File: config.mk
export PLATFORM = sky130hd
export DESIGN_NAME = ifetch_bus_narrow64
export DESIGN_NICKNAME = d
export VERILOG_FILES = /design/src/rtl/super_pkg.sv /design/src/rtl/ifetch_narrow_resp.sv /design/src/rtl/ifetch_bus_narrow64.sv
export SDC_FILE = /design/constraint.sdc
export NUM_CORES = 1
export LEC_CHECK = 0
export CAP_MARGIN = 20
export CORE_AREA = 4 4 118 120
export DETAILED_ROUTE_END_ITERATION = 6
export DIE_AREA = 0 0 122 124
export PLACE_DENSITY = 0.65
export SETUP_SLACK_MARGIN = 0.02
export SLEW_MARGIN = 20
export SYNTH_ARGS = -nofsm -noshare
export SYNTH_HDL_FRONTEND = slang
export SYNTH_HIERARCHICAL = 1
export SYNTH_SLANG_ARGS = --single-unit
File: constraint.sdc
create_clock -name clk_i -period 5.4 [get_ports clk_i]
set_input_delay 1.08 -clock clk_i [delete_from_list [all_inputs] [get_ports clk_i]]
set_output_delay 1.08 -clock clk_i [all_outputs]
set_load 0.005 [all_outputs]
File: src/rtl/super_pkg.sv
// ----------------------------------------------------------------------------
// super_pkg
// Shared types and constants for the 64-to-32-bit instruction fetch adapter
// (ifetch_bus_narrow64 and its response merger ifetch_narrow_resp).
//   ifn_state_e    : issue FSM state (IDLE = waiting for a fetch / low beat,
//                    HI = low beat granted, high beat being requested)
//   IFN_WORD_BYTES : byte stride between the two 32-bit beats of one fetch
// ----------------------------------------------------------------------------
package super_pkg;

  typedef enum logic {
    IFN_IDLE = 1'b0,
    IFN_HI   = 1'b1
  } ifn_state_e;

  localparam int unsigned IFN_WORD_BYTES = 4;

endpackage

File: src/rtl/ifetch_narrow_resp.sv
// ----------------------------------------------------------------------------
// ifetch_narrow_resp
// Merges two in-order 32-bit memory responses into one 64-bit fetch response.
// A phase bit tracks which beat of the current fetch arrives next; the low
// word and its error flag are parked until the high word shows up.
//
// Optional feature (macro IFETCH_NARROW_REG_RESP_EN):
//   defined   : merged response is registered, presented 1 cycle after the
//               high-word rvalid; o_done pulses with the registered response.
//   undefined : merged response is combinational, same cycle as the
//               high-word rvalid; o_done pulses with it.
//
// Ports
//   clk_i, rst_ni : clock, asynchronous active-low reset
//   i_rvalid      : accepted 32-bit response beat (already qualified)
//   i_rdata/i_err : 32-bit response data / error
//   o_rvalid      : 64-bit response valid
//   o_rdata       : {hi_word, lo_word}, zero when o_rvalid is low
//   o_err         : error on either beat, zero when o_rvalid is low
//   o_done        : one fetch retired (drives the outstanding counter)
// ----------------------------------------------------------------------------
module ifetch_narrow_resp (
  input  logic        clk_i,
  input  logic        rst_ni,
  input  logic        i_rvalid,
  input  logic [31:0] i_rdata,
  input  logic        i_err,
  output logic        o_rvalid,
  output logic [63:0] o_rdata,
  output logic        o_err,
  output logic        o_done
);

  // r_phase: 0 = next beat is the low word, 1 = next beat is the high word
  logic        r_phase;
  logic [31:0] r_lo;
  logic        r_lo_err;

  logic        w_hi_fire;
  logic [63:0] w_merged_data;
  logic        w_merged_err;

  assign w_hi_fire     = i_rvalid & r_phase;
  assign w_merged_data = {i_rdata, r_lo};
  assign w_merged_err  = r_lo_err | i_err;

  always_ff @(posedge clk_i or negedge rst_ni) begin
    if (!rst_ni) begin
      r_phase  <= 1'b0;
      r_lo     <= '0;
      r_lo_err <= 1'b0;
    end else if (i_rvalid) begin
      r_phase <= ~r_phase;
      if (!r_phase) begin
        r_lo     <= i_rdata;
        r_lo_err <= i_err;
      end
    end
  end

`ifdef IFETCH_NARROW_REG_RESP_EN
  logic        r_rvalid;
  logic [63:0] r_rdata;
  logic        r_err;

  // Data/error registers are loaded with zero on non-response cycles so the
  // outputs are already clean whenever r_rvalid is low.
  always_ff @(posedge clk_i or negedge rst_ni) begin
    if (!rst_ni) begin
      r_rvalid <= 1'b0;
      r_rdata  <= '0;
      r_err    <= 1'b0;
    end else begin
      r_rvalid <= w_hi_fire;
      r_rdata  <= w_hi_fire ? w_merged_data : 64'd0;
      r_err    <= w_hi_fire & w_merged_err;
    end
  end

  assign o_rvalid = r_rvalid;
  assign o_rdata  = r_rdata;
  assign o_err    = r_err;
  assign o_done   = r_rvalid;
`else
  assign o_rvalid = w_hi_fire;
  assign o_rdata  = w_hi_fire ? w_merged_data : 64'd0;
  assign o_err    = w_hi_fire & w_merged_err;
  assign o_done   = w_hi_fire;
`endif

endmodule

File: src/rtl/ifetch_bus_narrow64.sv
// ----------------------------------------------------------------------------
// ifetch_bus_narrow64
// Width adapter between a 64-bit fetch port and a 32-bit instruction bus.
// Each fetch is issued as two in-order 32-bit beats (addr, addr+4); the two
// responses are merged into one 64-bit response by ifetch_narrow_resp.
// A counter bounds the number of fetches whose low beat has been granted but
// whose merged response has not yet been returned.
//
// Optional feature (macro IFETCH_NARROW_REG_RESP_EN): registered response
// path with one cycle of latency; see ifetch_narrow_resp.
//
// Handshakes: a request (f_req_i / mem_req_o) is held with its address stable
// until the matching grant; the transfer happens in the cycle where request
// and grant are both high. Responses (mem_rvalid_i / f_rvalid_o) are
// single-cycle pulses with no back-pressure, returned in issue order.
//
// Ports
//   clk_i, rst_ni            : clock, asynchronous active-low reset
//   f_req_i/f_addr_i/f_gnt_o : 64-bit fetch request side
//   f_rvalid_o/f_rdata_o/f_err_o : 64-bit fetch response side
//   mem_req_o/mem_gnt_i/mem_addr_o : 32-bit bus request side
//   mem_rvalid_i/mem_rdata_i/mem_err_i : 32-bit bus response side
//   busy_o                   : issue FSM not idle or any fetch outstanding
// ----------------------------------------------------------------------------
module ifetch_bus_narrow64
  import super_pkg::*;
#(
  parameter int unsigned MaxOutstanding = 3
) (
  input  logic        clk_i,
  input  logic        rst_ni,
  input  logic        f_req_i,
  output logic        f_gnt_o,
  input  logic [31:0] f_addr_i,
  output logic        f_rvalid_o,
  output logic [63:0] f_rdata_o,
  output logic        f_err_o,
  output logic        mem_req_o,
  input  logic        mem_gnt_i,
  output logic [31:0] mem_addr_o,
  input  logic [31:0] mem_rdata_i,
  input  logic        mem_err_i,
  input  logic        mem_rvalid_i,
  output logic        busy_o
);

  localparam int unsigned   CntW   = $clog2(MaxOutstanding + 1);
  localparam logic [CntW-1:0] CntMax = CntW'(MaxOutstanding);

  ifn_state_e      r_state;
  ifn_state_e      w_state_nxt;
  logic [31:0]     r_hi_addr;
  logic [CntW-1:0] r_cnt;

  logic            w_lo_fire;
  logic            w_rvalid_acc;
  logic            w_resp_done;
  logic [1:0]      w_unused_addr_bits;

  // Fetch addresses are word aligned; the low bits are dropped on purpose.
  assign w_unused_addr_bits = f_addr_i[1:0];

  // ---------------- issue FSM ----------------
  always_ff @(posedge clk_i or negedge rst_ni) begin
    if (!rst_ni) begin
      r_state <= IFN_IDLE;
    end else begin
      r_state <= w_state_nxt;
    end
  end

  always_comb begin
    w_state_nxt = r_state;
    mem_req_o   = 1'b0;
    mem_addr_o  = {f_addr_i[31:2], 2'b00};
    f_gnt_o     = 1'b0;
    w_lo_fire   = 1'b0;
    case (r_state)
      IFN_IDLE: begin
        // Only the low beat is throttled: a fetch in HI is already counted.
        mem_req_o = f_req_i & (r_cnt < CntMax);
        if (mem_req_o && mem_gnt_i) begin
          w_lo_fire   = 1'b1;
          w_state_nxt = IFN_HI;
        end
      end
      IFN_HI: begin
        mem_req_o  = 1'b1;
        mem_addr_o = r_hi_addr;
        if (mem_gnt_i) begin
          f_gnt_o     = 1'b1;
          w_state_nxt = IFN_IDLE;
        end
      end
      default: w_state_nxt = IFN_IDLE;
    endcase
  end

  always_ff @(posedge clk_i or negedge rst_ni) begin
    if (!rst_ni) begin
      r_hi_addr <= '0;
    end else if (w_lo_fire) begin
      r_hi_addr <= mem_addr_o + 32'(IFN_WORD_BYTES);  // wraps at 2^32
    end
  end

  // ---------------- outstanding-fetch counter ----------------
  always_ff @(posedge clk_i or negedge rst_ni) begin
    if (!rst_ni) begin
      r_cnt <= '0;
    end else begin
      case ({w_lo_fire, w_resp_done})
        2'b10:   r_cnt <= r_cnt + 1'b1;
        2'b01:   r_cnt <= r_cnt - 1'b1;
        default: r_cnt <= r_cnt;  // none, or issue and retire together
      endcase
    end
  end

  // A response with nothing outstanding is a bus protocol error; drop it.
  assign w_rvalid_acc = mem_rvalid_i & (r_cnt != '0);

  a_no_stray_rvalid: assert property (
    @(posedge clk_i) disable iff (!rst_ni) !(mem_rvalid_i && (r_cnt == '0))
  );

  // ---------------- response merge ----------------
  ifetch_narrow_resp u_resp (
    .clk_i    (clk_i),
    .rst_ni   (rst_ni),
    .i_rvalid (w_rvalid_acc),
    .i_rdata  (mem_rdata_i),
    .i_err    (mem_err_i),
    .o_rvalid (f_rvalid_o),
    .o_rdata  (f_rdata_o),
    .o_err    (f_err_o),
    .o_done   (w_resp_done)
  );

  assign busy_o = (r_state != IFN_IDLE) | (r_cnt != '0);

endmodule

==> impl.org, run 1 <==
** Power
- Leak :: 2.98 nW
- Power per cell area :: 454 nW/um^2
- Worst IR Drop VDD :: 0.187 mV
- Total power for the finished layout comes to 0.00300 W.

** STA
- Subtracting the final worst setup slack from the clock period gives 4230 ps.
- Final cycle utilization of the critical path :: 0.783
- Static timing analysis puts the maximum clock frequency at 236 MHz.
- The worst pin sits at a relative slew slack of 0.345.
- For the pin with the worst max-slew slack, the measured transition is 982 ps.
- Total count of max-transition violations in the final report :: 0
- Setup violations remaining at the end of the flow were counted as 0.
- Final total negative setup slack :: 0 ps
- For the final database, setup skew stands at 7.60 ps.
- Unrepaired setup endpoints after global routing :: no
- On the final layout, the worst hold slack is 481 ps.
- The number of hold-slack violations in the final timing report came to 0.

** Yosys
- Counting flops with an async set or reset pin after synthesis yields a share of 1.00.
- Post-synthesis cell count :: 457
- In this run, synthesis produced a sequential element count of 69.
- Warnings, synthesis :: 6
- In this run, synthesis inferred 0 flip-flops with an integrated enable.
- Distinct cells, synth :: 53
- Sequential fraction of the synthesis area :: 0.379
- After synthesis, the mean cell area works out to 9.97 um^2.
- Post-synthesis instance area :: 4560 um^2
- Counting every net in the synthesized netlist gives 529.
- For this run, the leading register cell type out of synthesis is sky130_fd_sc_hd__dfrtp_1.

** Setup path
- Worst setup SP type :: input port
- For this run, the slowest stage of the critical path takes 570 ps.
- The endpoint identified for the worst register-to-register timing path is r_hi_addr[26].
- Worst reg2reg path depth :: 7
- The cell that appears most often on the critical path is sky130_fd_sc_hd__clkdlybuf4s50_1.
- Along the worst path, the maximum fanout reaches 50.
- At the worst endpoint, the required time is 4320 ps.
- The worst register-to-register path begins at r_state.
- Max stage delay cell, worst path :: sky130_fd_sc_hd__o21a_1
- Reg-to-reg setup timing slack :: 2320 ps
- The critical path is of the in -> out type.
- STA classifies the critical path endpoint as an output port.
- Data arrives at the worst endpoint at 3150 ps.
- Cell-by-cell listing of the critical path :: clkdlybuf4s50_1 -> o21a_1 -> buf_12 -> and3_1 -> clkdlybuf4s50_1

** Worst hold path
- Along the worst hold path, the cell count comes to 1.
- The worst hold path terminates at r_hi_addr[0].
- Type of the worst min-delay path :: reg -> reg
- The startpoint identified for the worst hold timing path is r_hi_addr[0].

** Finish
- Commonest cells after routing, fill and taps aside :: 167 x sky130_fd_sc_hd__clkdlybuf4s50_1, 75 x sky130_fd_sc_hd__and3_1, 68 x sky130_fd_sc_hd__dfrtp_1, 48 x sky130_fd_sc_hd__nand2_1, 30 x sky130_fd_sc_hd__mux2_4
- In the final layout, flip-flops and latches occupy 1730 um^2.
- The library cell used most frequently in the layout, excluding fill and tap cells, is sky130_fd_sc_hd__clkdlybuf4s50_1.
- Nets :: 677
- Diodes inserted :: 0
- In the final layout, the share of cells above drive strength 1 is 0.141.
- Counting the fill cells in the layout gives 1210.
- At the end of the flow the core is filled with cells to 0.509.
- From synthesis to final layout, the design area changed by 45.0%.
- Footprint of the multi-input gates :: 2570 um^2

** Drt
- In the routed layout, each cell is associated on average with a via count of 5.19.
- Dividing the detail-routed wire length by the instance count gives 16.5 um.
- Before antenna repair, the detailed router went through 5 iterations.
- The routed design has 12900 um of wire.
- For this run, design rule violations remaining after detail routing come to 0.
- Via count :: 4082
- Initial drt markers :: 272
- In this run the remaining antenna-violating nets after routing total 0.

** Floorplanning
- The floorplan step defined a die boundary enclosing 15100 um^2.
- Cell row count :: 42
- Boundary Pins :: 171
- Die Y :: 124 um
- The floorplan step set the die width to 122 um.
- In this run the standard cell core region covers 13000 um^2.
- Effective utilization at floorplan :: 0.351

** Global routing
- Vias in the first global route :: 4043
- Across every metal layer, demand over resource in global routing totals 0.169.
- Largest net degree at the start of global routing :: 70
- Grt ovf :: 0
- The first global-routing pass estimated 20300 um of wire.
- The initial antenna violation count came to 0.

** CTS
- The tree built by TritonCTS fans out to 69 sinks.
- No sink is reached through more buffers than the 2 on the longest clock path.
- Clock latency on the worst-skew pair :: 320 ps
- Quantity of hold-fixing buffers added after cts :: 0
- TritonCTS clock tree :: done
- Clock slew at the register clock pins of the worst setup and hold paths :: 50 ps
- Clk Tree Root Cell :: sky130_fd_sc_hd__clkbuf_16
- Counting the buffers created by CTS gives 9.
- Post-CTS timing repair inserted 0 buffers for setup.
- Once the clock tree was built, the resizer swapped 0 gates to a different size.
- H-tree levels :: 3

** Run status
- The flow ran to the end, and the final reports show no timing, DRC or antenna violations.

** Flow run
- Max-cap violations in this run came to 0.

** Placement
- In this run the tool buffered the top-level ports with 168 buffer cells.
- Summed over all nets, the half-perimeter wirelength after detailed placement is 9360 um.
- At the end of routability-driven placement, the weighted congestion stood at 0.863.
## synth_stat cells (2+ instances only)
master,count,area (um^2)
sky130_fd_sc_hd__xnor2_1,12,105
sky130_fd_sc_hd__clkbuf_2,2,10.0
sky130_fd_sc_hd__and3_1,75,469
sky130_fd_sc_hd__a21oi_1,7,35.0
sky130_fd_sc_hd__mux2_4,30,450
sky130_fd_sc_hd__nor2_1,5,18.8
sky130_fd_sc_hd__buf_6,4,45.0
sky130_fd_sc_hd__o21ai_0,16,80.1
sky130_fd_sc_hd__a22oi_2,2,25.0
sky130_fd_sc_hd__nor3_1,2,10.0
sky130_fd_sc_hd__and2_1,6,37.5
sky130_fd_sc_hd__nand3b_1,15,113
sky130_fd_sc_hd__mux2_2,27,304
sky130_fd_sc_hd__clkbuf_1,20,75.1
sky130_fd_sc_hd__buf_2,4,20.0
sky130_fd_sc_hd__inv_1,8,30.0
sky130_fd_sc_hd__nand2_1,48,180
sky130_fd_sc_hd__nand4b_1,3,26.3
sky130_fd_sc_hd__mux2i_1,6,60.1
sky130_fd_sc_hd__o31ai_1,10,75.1
sky130_fd_sc_hd__o211ai_1,2,15.0
sky130_fd_sc_hd__o31a_1,2,17.5
sky130_fd_sc_hd__a31oi_1,2,12.5
sky130_fd_sc_hd__nand4_1,5,31.3
sky130_fd_sc_hd__a222oi_1,3,30.0
sky130_fd_sc_hd__and4_1,6,52.6
sky130_fd_sc_hd__dfrtp_1,69,1730
sky130_fd_sc_hd__xor2_1,4,35.0
sky130_fd_sc_hd__a21o_1,2,15.0
sky130_fd_sc_hd__nor4_1,2,12.5
sky130_fd_sc_hd__buf_12,3,60.1
sky130_fd_sc_hd__o21a_1,3,22.5
sky130_fd_sc_hd__ha_1,2,25.0
sky130_fd_sc_hd__nand3_1,25,125
sky130_fd_sc_hd__a22oi_1,5,37.5
sky130_fd_sc_hd__buf_4,3,22.5
## worst max path at each step
stage / from / to / slack [ps] / depth (start not counted)
after floorplan: mem_rvalid_i / f_rdata_o[24] / 2540 / 4
after detailed placement: mem_rvalid_i / f_rdata_o[4] / 1170 / 5
after global placement: mem_rvalid_i / f_rdata_o[4] / 1150 / 5
after global routing: mem_rvalid_i / f_rdata_o[2] / 1050 / 5
final: mem_rvalid_i / f_rdata_o[4] / 1170 / 5
after CTS: mem_rvalid_i / f_rdata_o[4] / 1160 / 5
## worst max-delay path, delay by kind of cell
kind | cells | cell delay (ps)
buffers and inverters | 3 | 1260
AO/OA/AOI/OAI | 1 | 570
AND/OR/NAND/NOR | 1 | 220
## power breakdown
group	switching, W	internal [W]
registers	0.000242	0.000764
logic	0.000521	0.000834
clock network	0.000212	0.000428
## per-stage QoR
step           setup WS, ps  cell area [um^2]  cells
2_1_floorplan          2540              4560    457
3_3_place_gp           1150              6280    770
3_5_place_dp           1170              6280    770
4_1_cts                1160              6600    786
5_1_grt                1050              6610    786
6_report               1170              6610    786
## registers in the layout (all words and copies together), names as in the netlist
name,flops
u_resp/r_lo_err,1
r_state,1
u_resp/r_lo,32
r_hi_addr,32
r_cnt,2
u_resp/r_phase,1
## cell families after synthesis
family,synth area share
buffers and inverters,0.0585
xor gates and xnor gates,0.0308
adders and majority gates,0.00549
and+or+nand+nor,0.252
muxes,0.179
AOI/OAI and AO/OA,0.0953
DFF,0.379
## per-layer routing
layer	global-route usage	routed length (um)	up-vias
li1	-	-	1973
met1	0.217	5840	1922
met2	0.264	5740	173
met3	0.0645	1220	14
met4	0.0504	136	0
met5	0	0	-
## final cells by class
class	instances	share of cell area
clock inverters	4	0.0106
clock buffers	12	0.0388
multi-input cells	343	0.389
flip-flops and latches	69	0.261
well taps	176	0.0333
repair buffers	173	0.262
inverters	9	0.00511
No activity file was read; power rests on OpenSTA's default activity.
==> run 2, diff against run 1 <==
Clock period 5.4 ns to 4 ns, I/O delays scaled along.
==> run 2 against run 1 <==
Against the previous run:
- clock skew fell by 4.7 ps
- die area did not move
- critical endpoint is now f_rdata_o[7]
- power rose by 32%
- cell area did not move
- global-route usage rose by 0.55 points
- core utilization did not move
- largest cell class unchanged
- setup slack got worse by 570 ps
- first-iteration DRC count fell by 14%
- routed wire length rose by 1.7%
- sequential power rose by 32%
- register-to-register slack got worse by 1200 ps
- non-clock buffer count rose by 7
==> impl.org, run 2 (synthesized netlist as in run 1, its figures left out) <==
** Run status
- Result of the run :: complete, no violations

** Finish
- The largest registers in the layout are r_hi_addr (32), u_resp/r_lo (32), r_cnt (2).
- Layout filler cell count :: 1192 (-1.5%)
- Final cell count without fillers :: 792 (+0.76%)
- Nets :: 684 (+1.0%)
- Leading cell type in the layout, fill and taps excluded :: sky130_fd_sc_hd__clkdlybuf4s50_1
- Area Growth Syn to Fin :: 45.0% (unchanged)
- Diodes inserted :: 0 (unchanged)
- The fraction of final layout cells with drive strength greater than 1 came to 0.148 (+0.00674).
- In the layout the commonest cells are 167 x sky130_fd_sc_hd__clkdlybuf4s50_1, 75 x sky130_fd_sc_hd__and3_1, 68 x sky130_fd_sc_hd__dfrtp_1, 48 x sky130_fd_sc_hd__nand2_1, 30 x sky130_fd_sc_hd__mux2_4.

** STA
- Final critical-path required period :: 3400 ps
- Timing would allow up to 294 MHz.
- The total negative slack came to 0 ps (unchanged).
- Unrepaired setup endpoints after global routing :: no
- Dividing the final minimum period by the clock period gives 0.850.
- Total count of max-transition violations in the final report :: 0 (unchanged)
- The actual slew at the worst max-slew pin came to 903 ps (-79.6 ps).
- The final count of negative-setup-slack endpoints is 0 (unchanged).
- The worst setup skew after layout came to 2.87 ps (-4.73 ps).
- The max-slew headroom at the worst pin was 0.398 (+0.0530).
- The number of hold-slack violations in the final timing report came to 0 (unchanged).
- Setup slack of the critical path after layout :: 601 ps (-570 ps)

** Flow run
- The number of maximum-capacitance violations is 0 (unchanged).

** CTS
- The post-cts hold buffer count was 0 (unchanged).
- The H-tree depth came to 3 (unchanged).
- TritonCTS built the clock tree.
- Post-cts resize count :: 0 (unchanged)
- The root buffer cell chosen for the clock tree is sky130_fd_sc_hd__clkbuf_16.
- The buffer depth of the longest clock path is 2 (unchanged).
- The number of buffers inserted to repair setup after CTS was 0 (unchanged).
- Clock slew at the register clock pins of the worst setup and hold paths :: 50 ps (about the same)
- Clock buffers created by TritonCTS :: 9 (unchanged)
- Clock latency on the worst-skew pair :: 320 ps (about the same)
- Sink Count :: 69 (unchanged)

** Drt
- Via-to-Cell Ratio :: 5.17 (-0.51%)
- The final wirelength came to 13200 um (+1.7%).
- The initial DRC count is 233 (-14%).
- Detailed-routing iteration count for the pre-antenna-repair pass :: 5 (unchanged)
- The per-cell routed wire length was 16.6 um (+0.96%).
- DRC violation count after routing :: 0 (unchanged)
- Via count :: 4092 (+0.24%)
- The count of nets left with antenna violations after detail routing is 0 (unchanged).

** Global routing
- The global routing usage summed across all routing layers is 0.174 (+0.00545).
- Largest net degree at the start of global routing :: 70 (unchanged)
- The global-route wire length before repair came to 21000 um (+3.2%).
- Grt ovf :: 0 (unchanged)
- The number of global-route vias before repair came to 4167 (+3.1%).
- The initial antenna violation count was 0 (unchanged).

** Placement
- RD Place Congestion :: 0.852 (-1.3%)
- The quantity of I/O buffers inserted on ports was 168 (unchanged).
- Post-Place Worst Slack :: 608 ps (-566 ps)
- DPL Wire Length :: 9620 um (+2.7%)
- Placed instance count :: 777 (+0.91%)

** Setup path
- Largest stage delay on the critical path :: 520 ps (-50 ps)
- Worst setup SP type :: input port
- For this design, the slowest cell found on the critical path is sky130_fd_sc_hd__clkdlybuf4s50_1.
- The critical path depth was 5 (unchanged).
- Endpoint arrival time on the critical path :: 2600 ps (-550 ps)
- By startpoint and endpoint, the worst setup path is classified as in -> out.
- Cell-by-cell listing of the critical path :: clkdlybuf4s50_1 -> o21a_1 -> buf_4 -> and3_1 -> clkdlybuf4s50_1
- WP data required :: 3200 ps (-1120 ps)
- Category of the worst setup path capture point :: output port
- The cell that appears most often on the critical path is sky130_fd_sc_hd__clkdlybuf4s50_1.
- Critical path's top delay family :: buffers and inverters
- Worst reg2reg path depth :: 7 (unchanged)
- Crit Path Max Fanout :: 53 (+6.0%)
- The buffer and inverter count on the worst path was 3 (unchanged).

** Floorplanning
- Die Y :: 124 um (unchanged)
- Die X-Extent :: 122 um (unchanged)
- The total number of placement rows was 42 (unchanged).
- The initial core utilization came to 0.351 (unchanged).
- The floorplan die area came to 15100 um^2 (unchanged).
- Area of the core :: 13000 um^2 (unchanged)
- The number of ports placed on the die boundary was 171 (unchanged).

** Worst hold path
- Cell depth of the worst hold path :: 1 (unchanged)
- The path class of the tightest hold or removal check is reg -> reg.

** Power
- Worst IR Drop VDD :: 0.270 mV (+44%)
- Leak :: 2.98 nW (+0.17%)
- Power per cell area :: 600 nW/um^2 (+32%)
==> run 2: area by class of cell <==
cell class | instances | area, um^2 | area share
flip-flops and latches | 69 | 1730 | 0.261
clock inverters | 1 | 5.00 | 0.000757
well taps | 176 | 220 | 0.0333
repair buffers | 180 | 1780 | 0.270
inverters | 9 | 33.8 | 0.00511
multi-input cells | 343 | 2570 | 0.388
clock buffers | 14 | 274 | 0.0415
==> run 2: worst paths after layout <==
kind,slack [ps],to,start
setup / recovery,600,f_rdata_o[7],mem_rvalid_i
hold / removal,480,r_hi_addr[1],r_hi_addr[1]
setup reg to reg,1080,r_hi_addr[22],r_state
hold reg to reg,480,r_hi_addr[1],r_hi_addr[1]
max in group asynchronous,2760,r_state,rst_ni
min in group asynchronous,600,r_hi_addr[9],rst_ni
==> run 2: per-stage QoR <==
step / hold WS [ps] / util / cell area, um^2 / total power, W
4_1_cts: 485 / 0.509 / 6610 / 0.00401
3_3_place_gp: 464 / 0.488 / 6330 / 0.00318
2_1_floorplan: 445 / - / 4560 / 0.00242
5_1_grt: 497 / 0.509 / 6610 / 0.00425
6_report: 481 / 0.509 / 6610 / 0.00397
3_5_place_dp: 467 / 0.488 / 6330 / 0.00323
==> run 2: power breakdown <==
group	leakage [nW]	switching (W)	internal (W)
Sequential	0.838	0.000300	0.00103
Clock	0.139	0.000284	0.000467
Combinational	2.01	0.000735	0.00115
Total	2.98	0.00132	0.00265
==> run 2: layer usage <==
metal / track usage / up-vias / routed length [um]
li1: - / 1986 / -
met1: 0.223 / 1912 / 5740
met2: 0.274 / 180 / 5910
met3: 0.0663 / 14 / 1330
met4: 0.0511 / 0 / 182
met5: 0 / - / 0
==> run 2: worst register-to-register path, delay by kind of cell, from the launching register on <==
kind / cells / cell delay [ps]
mux: 1 / 330
flops: 1 / 830
compound gates: 3 / 860
simple gates: 2 / 590
fa+ha+maj: 1 / 210
==> run 3, diff against run 2 <==
Clock period 4 ns to 3.3 ns, I/O delays scaled along.
==> run 3 against run 2 <==
Against the previous run:
- clock-buffer cell count fell by 2
- cell area rose by 0.45%
- clock skew rose by 3.9 ps
- non-clock buffer count rose by 2
- sequential cell count did not move
- critical path depth did not move
- power rose by 23%
- combinational power rose by 23%
- hold slack got worse by 14 ps
- sequential power rose by 19%
- die area did not move
- register-to-register slack got worse by 370 ps
- critical endpoint is now f_rdata_o[18]
==> impl.org, run 3 (synthesized netlist as in run 1, its figures left out) <==
** Drt
- Detailed-routing iteration count for the pre-antenna-repair pass :: 4 (-1)
- Antenna Violating Nets Remaining :: 0 (unchanged)
- The DRC violation count after routing was 0 (unchanged).
- The mean number of vias per cell was 5.22 (+1.0%).
- Via count :: 4149 (+1.4%)
- Detailed Route WL :: 13300 um (+0.77%)
- The per-cell routed wire length came to 16.7 um (+0.39%).
- Initial drt markers :: 197 (-15%)

** Setup path
- On the critical path, the stage with the largest delay is an instance of sky130_fd_sc_hd__clkdlybuf4s50_1.
- The largest driver fanout on the critical path came to 40 (-25%).
- Cell-by-cell listing of the critical path :: clkdlybuf4s50_1 -> o21a_1 -> buf_4 -> and3_1 -> clkdlybuf4s50_1
- WP data required :: 2640 ps (-560 ps)
- Critical path's top delay family :: buffers and inverters
- Most prevalent standard cell on the critical path :: sky130_fd_sc_hd__clkdlybuf4s50_1
- The largest stage delay on the critical path was 540 ps (+20 ps).
- Buffers & Inverters on Critical Path :: 3 (unchanged)
- Worst Path Class, Setup :: in -> out
- The worst setup path is captured at an output port.
- STA classifies the critical path startpoint as an input port.
- The worst endpoint data arrival time came to 2370 ps (-230 ps).

** STA
- For this run, the top clock speed supported by timing is 330 MHz.
- The number of pins with negative max-slew slack in the final report was 0 (unchanged).
- The worst setup skew after layout was 6.77 ps (+3.89 ps).
- Dividing the final minimum period by the clock period gives 0.919.
- Hold violation total from the final report :: 0 (unchanged)
- The total negative slack is 0 ps (unchanged).
- The final count of negative-setup-slack endpoints came to 0 (unchanged).
- The actual slew at the worst max-slew pin came to 914 ps (+11.1 ps).
- Unrepaired setup endpoints after global routing :: no
- After layout, the minimum clock period comes to 3030 ps.
- The worst hold margin is 468 ps (-13.8 ps).
- The max-slew headroom at the worst pin came to 0.391 (-0.00739).

** Placement
- The final weighted congestion in routability-driven placement was 0.857 (+0.53%).
- The estimated wirelength of the detail-placed design is 9720 um (+1.1%).
- The quantity of I/O buffers inserted on ports came to 168 (unchanged).

** CTS
- Clk Tree Root Cell :: sky130_fd_sc_hd__clkbuf_16
- The post-CTS clock slew at the launch and capture registers of the worst setup and hold paths was 60 ps (about the same).
- The number of buffers created by CTS came to 9 (unchanged).
- The post-cts resize count was 0 (unchanged).
- H-tree levels :: 3 (unchanged)
- The number of buffers inserted to repair setup after CTS was 0 (unchanged).
- TritonCTS built the clock tree.
- Clock Tree Buf Depth :: 2 (unchanged)
- The post-cts hold buffer count came to 0 (unchanged).
- Clock latency on the worst-skew pair :: 320 ps (about the same)
- The clock sink total came to 69 (unchanged).

** Floorplanning
- Area of the core :: 13000 um^2 (unchanged)
- Die X-Extent :: 122 um (unchanged)
- Die Y :: 124 um (unchanged)
- The floorplan die area came to 15100 um^2 (unchanged).
- The number of ports placed on the die boundary came to 171 (unchanged).
- The initial core utilization came to 0.351 (unchanged).
- The total number of placement rows was 42 (unchanged).

** Run status
- Result of the run :: complete, no violations

** Global routing
- Vias in the first global route :: 4236 (+1.7%)
- The global routing usage summed across all routing layers was 0.177 (+0.00273).
- The residual overflow from global routing was 0 (unchanged).
- First-pass GRT wire length :: 21200 um (+1.2%)
- Largest net degree at the start of global routing :: 70 (unchanged)
- Initial antenna violation count :: 0 (unchanged)

** Finish
- Area Growth Syn to Fin :: 45.7%
- Commonest cells after routing, fill and taps aside :: 167 x sky130_fd_sc_hd__clkdlybuf4s50_1, 75 x sky130_fd_sc_hd__and3_1, 68 x sky130_fd_sc_hd__dfrtp_1, 48 x sky130_fd_sc_hd__nand2_1, 30 x sky130_fd_sc_hd__mux2_4
- The footprint of the flip-flops and latches is 1730 um^2 (unchanged).
- Biggest registers after layout :: r_hi_addr (32), u_resp/r_lo (32), r_cnt (2)
- Leading cell type in the layout, fill and taps excluded :: sky130_fd_sc_hd__clkdlybuf4s50_1
- Footprint of the multi-input gates :: 2570 um^2 (unchanged)
- The fraction of final layout cells with drive strength greater than 1 came to 0.152 (+0.00413).
- The number of diodes is 0 (unchanged).
- Layout filler cell count :: 1183 (-0.76%)
- The number of nets in the final layout came to 686 (+0.29%).

** Power
- The switching part of the total was 0.332 (-0.000653).
- The internal power component was 0.00325 W (+23%).
- The combinational share of power was 0.477 (+0.002).
- Final Power :: 0.00486 W (+23%)
- The switching power came to 0.00161 W (+22%).
- Power per cell area :: 732 nW/um^2 (+22%)
- Leak :: 3.00 nW (+0.45%)
- The portion of total power attributed to the clock network was 0.197 (+0.008).
- Worst IR Drop VDD :: 0.295 mV (+9.5%)
- Flop pwr share :: 0.325 (-0.011)

** Worst hold path
- Type of the worst min-delay path :: in -> async

** Flow run
- The number of maximum-capacitance violations is 0 (unchanged).
[run 3: changes by cell type in the layout (fill, tap and decap cells not counted), sizes merged]
cell / previous run / this run
clkinvlp: 0 / 1
buf: 13 / 15
clkinv: 2 / 3
clkbuf: 14 / 12
bufinv: 0 / 1
[run 3: through the flow]
step | area [um^2] | instances | setup WS (ps) | util
5_1_grt | 6640 | 795 | 184 | 0.511
2_1_floorplan | 4560 | 457 | 611 | -
3_3_place_gp | 6340 | 779 | 287 | 0.489
4_1_cts | 6640 | 795 | 265 | 0.511
6_report | 6640 | 795 | 268 | 0.511
3_5_place_dp | 6340 | 779 | 263 | 0.489
[run 3: final cells by class]
cell class	instances	share of cell area
Timing Repair Buffer	182	0.271
Inverter	9	0.00509
Multi-Input combinational cell	343	0.387
Clock inverter	4	0.00716
Clock buffer	12	0.0371
Tap cell	176	0.0332
Sequential cell	69	0.260
[run 3: worst paths after layout]
check	start	end	slack (ps)	cells after the start
min reg2reg	r_hi_addr[0]	r_hi_addr[0]	470	1
min in group clk_i	r_hi_addr[0]	r_hi_addr[0]	470	1
max reg2reg	r_state	r_hi_addr[22]	710	7
min	rst_ni	r_hi_addr[9]	470	1
max in group asynchronous	rst_ni	r_state	2190	1
max	mem_rvalid_i	f_rdata_o[18]	270	5
[run 3: per-layer routing]
layer  track usage  routed length (um)  part of all wire
met3        0.0740                1370              0.10
met5             0                   0                 0
met1         0.228                5870              0.44
met2         0.274                5960              0.45
met4        0.0483                  61            0.0046
[run 3: power groups by stage]
stage | logic (W) | registers [W] | clock network, W
final | 0.00232 | 0.00158 | 0.000959
after floorplan | 0.00149 | 0.00145 | 0
after detailed placement | 0.00234 | 0.00158 | 0
after global placement | 0.00229 | 0.00157 | 0
after global routing | 0.00254 | 0.00164 | 0.00102
after CTS | 0.00234 | 0.00158 | 0.000986
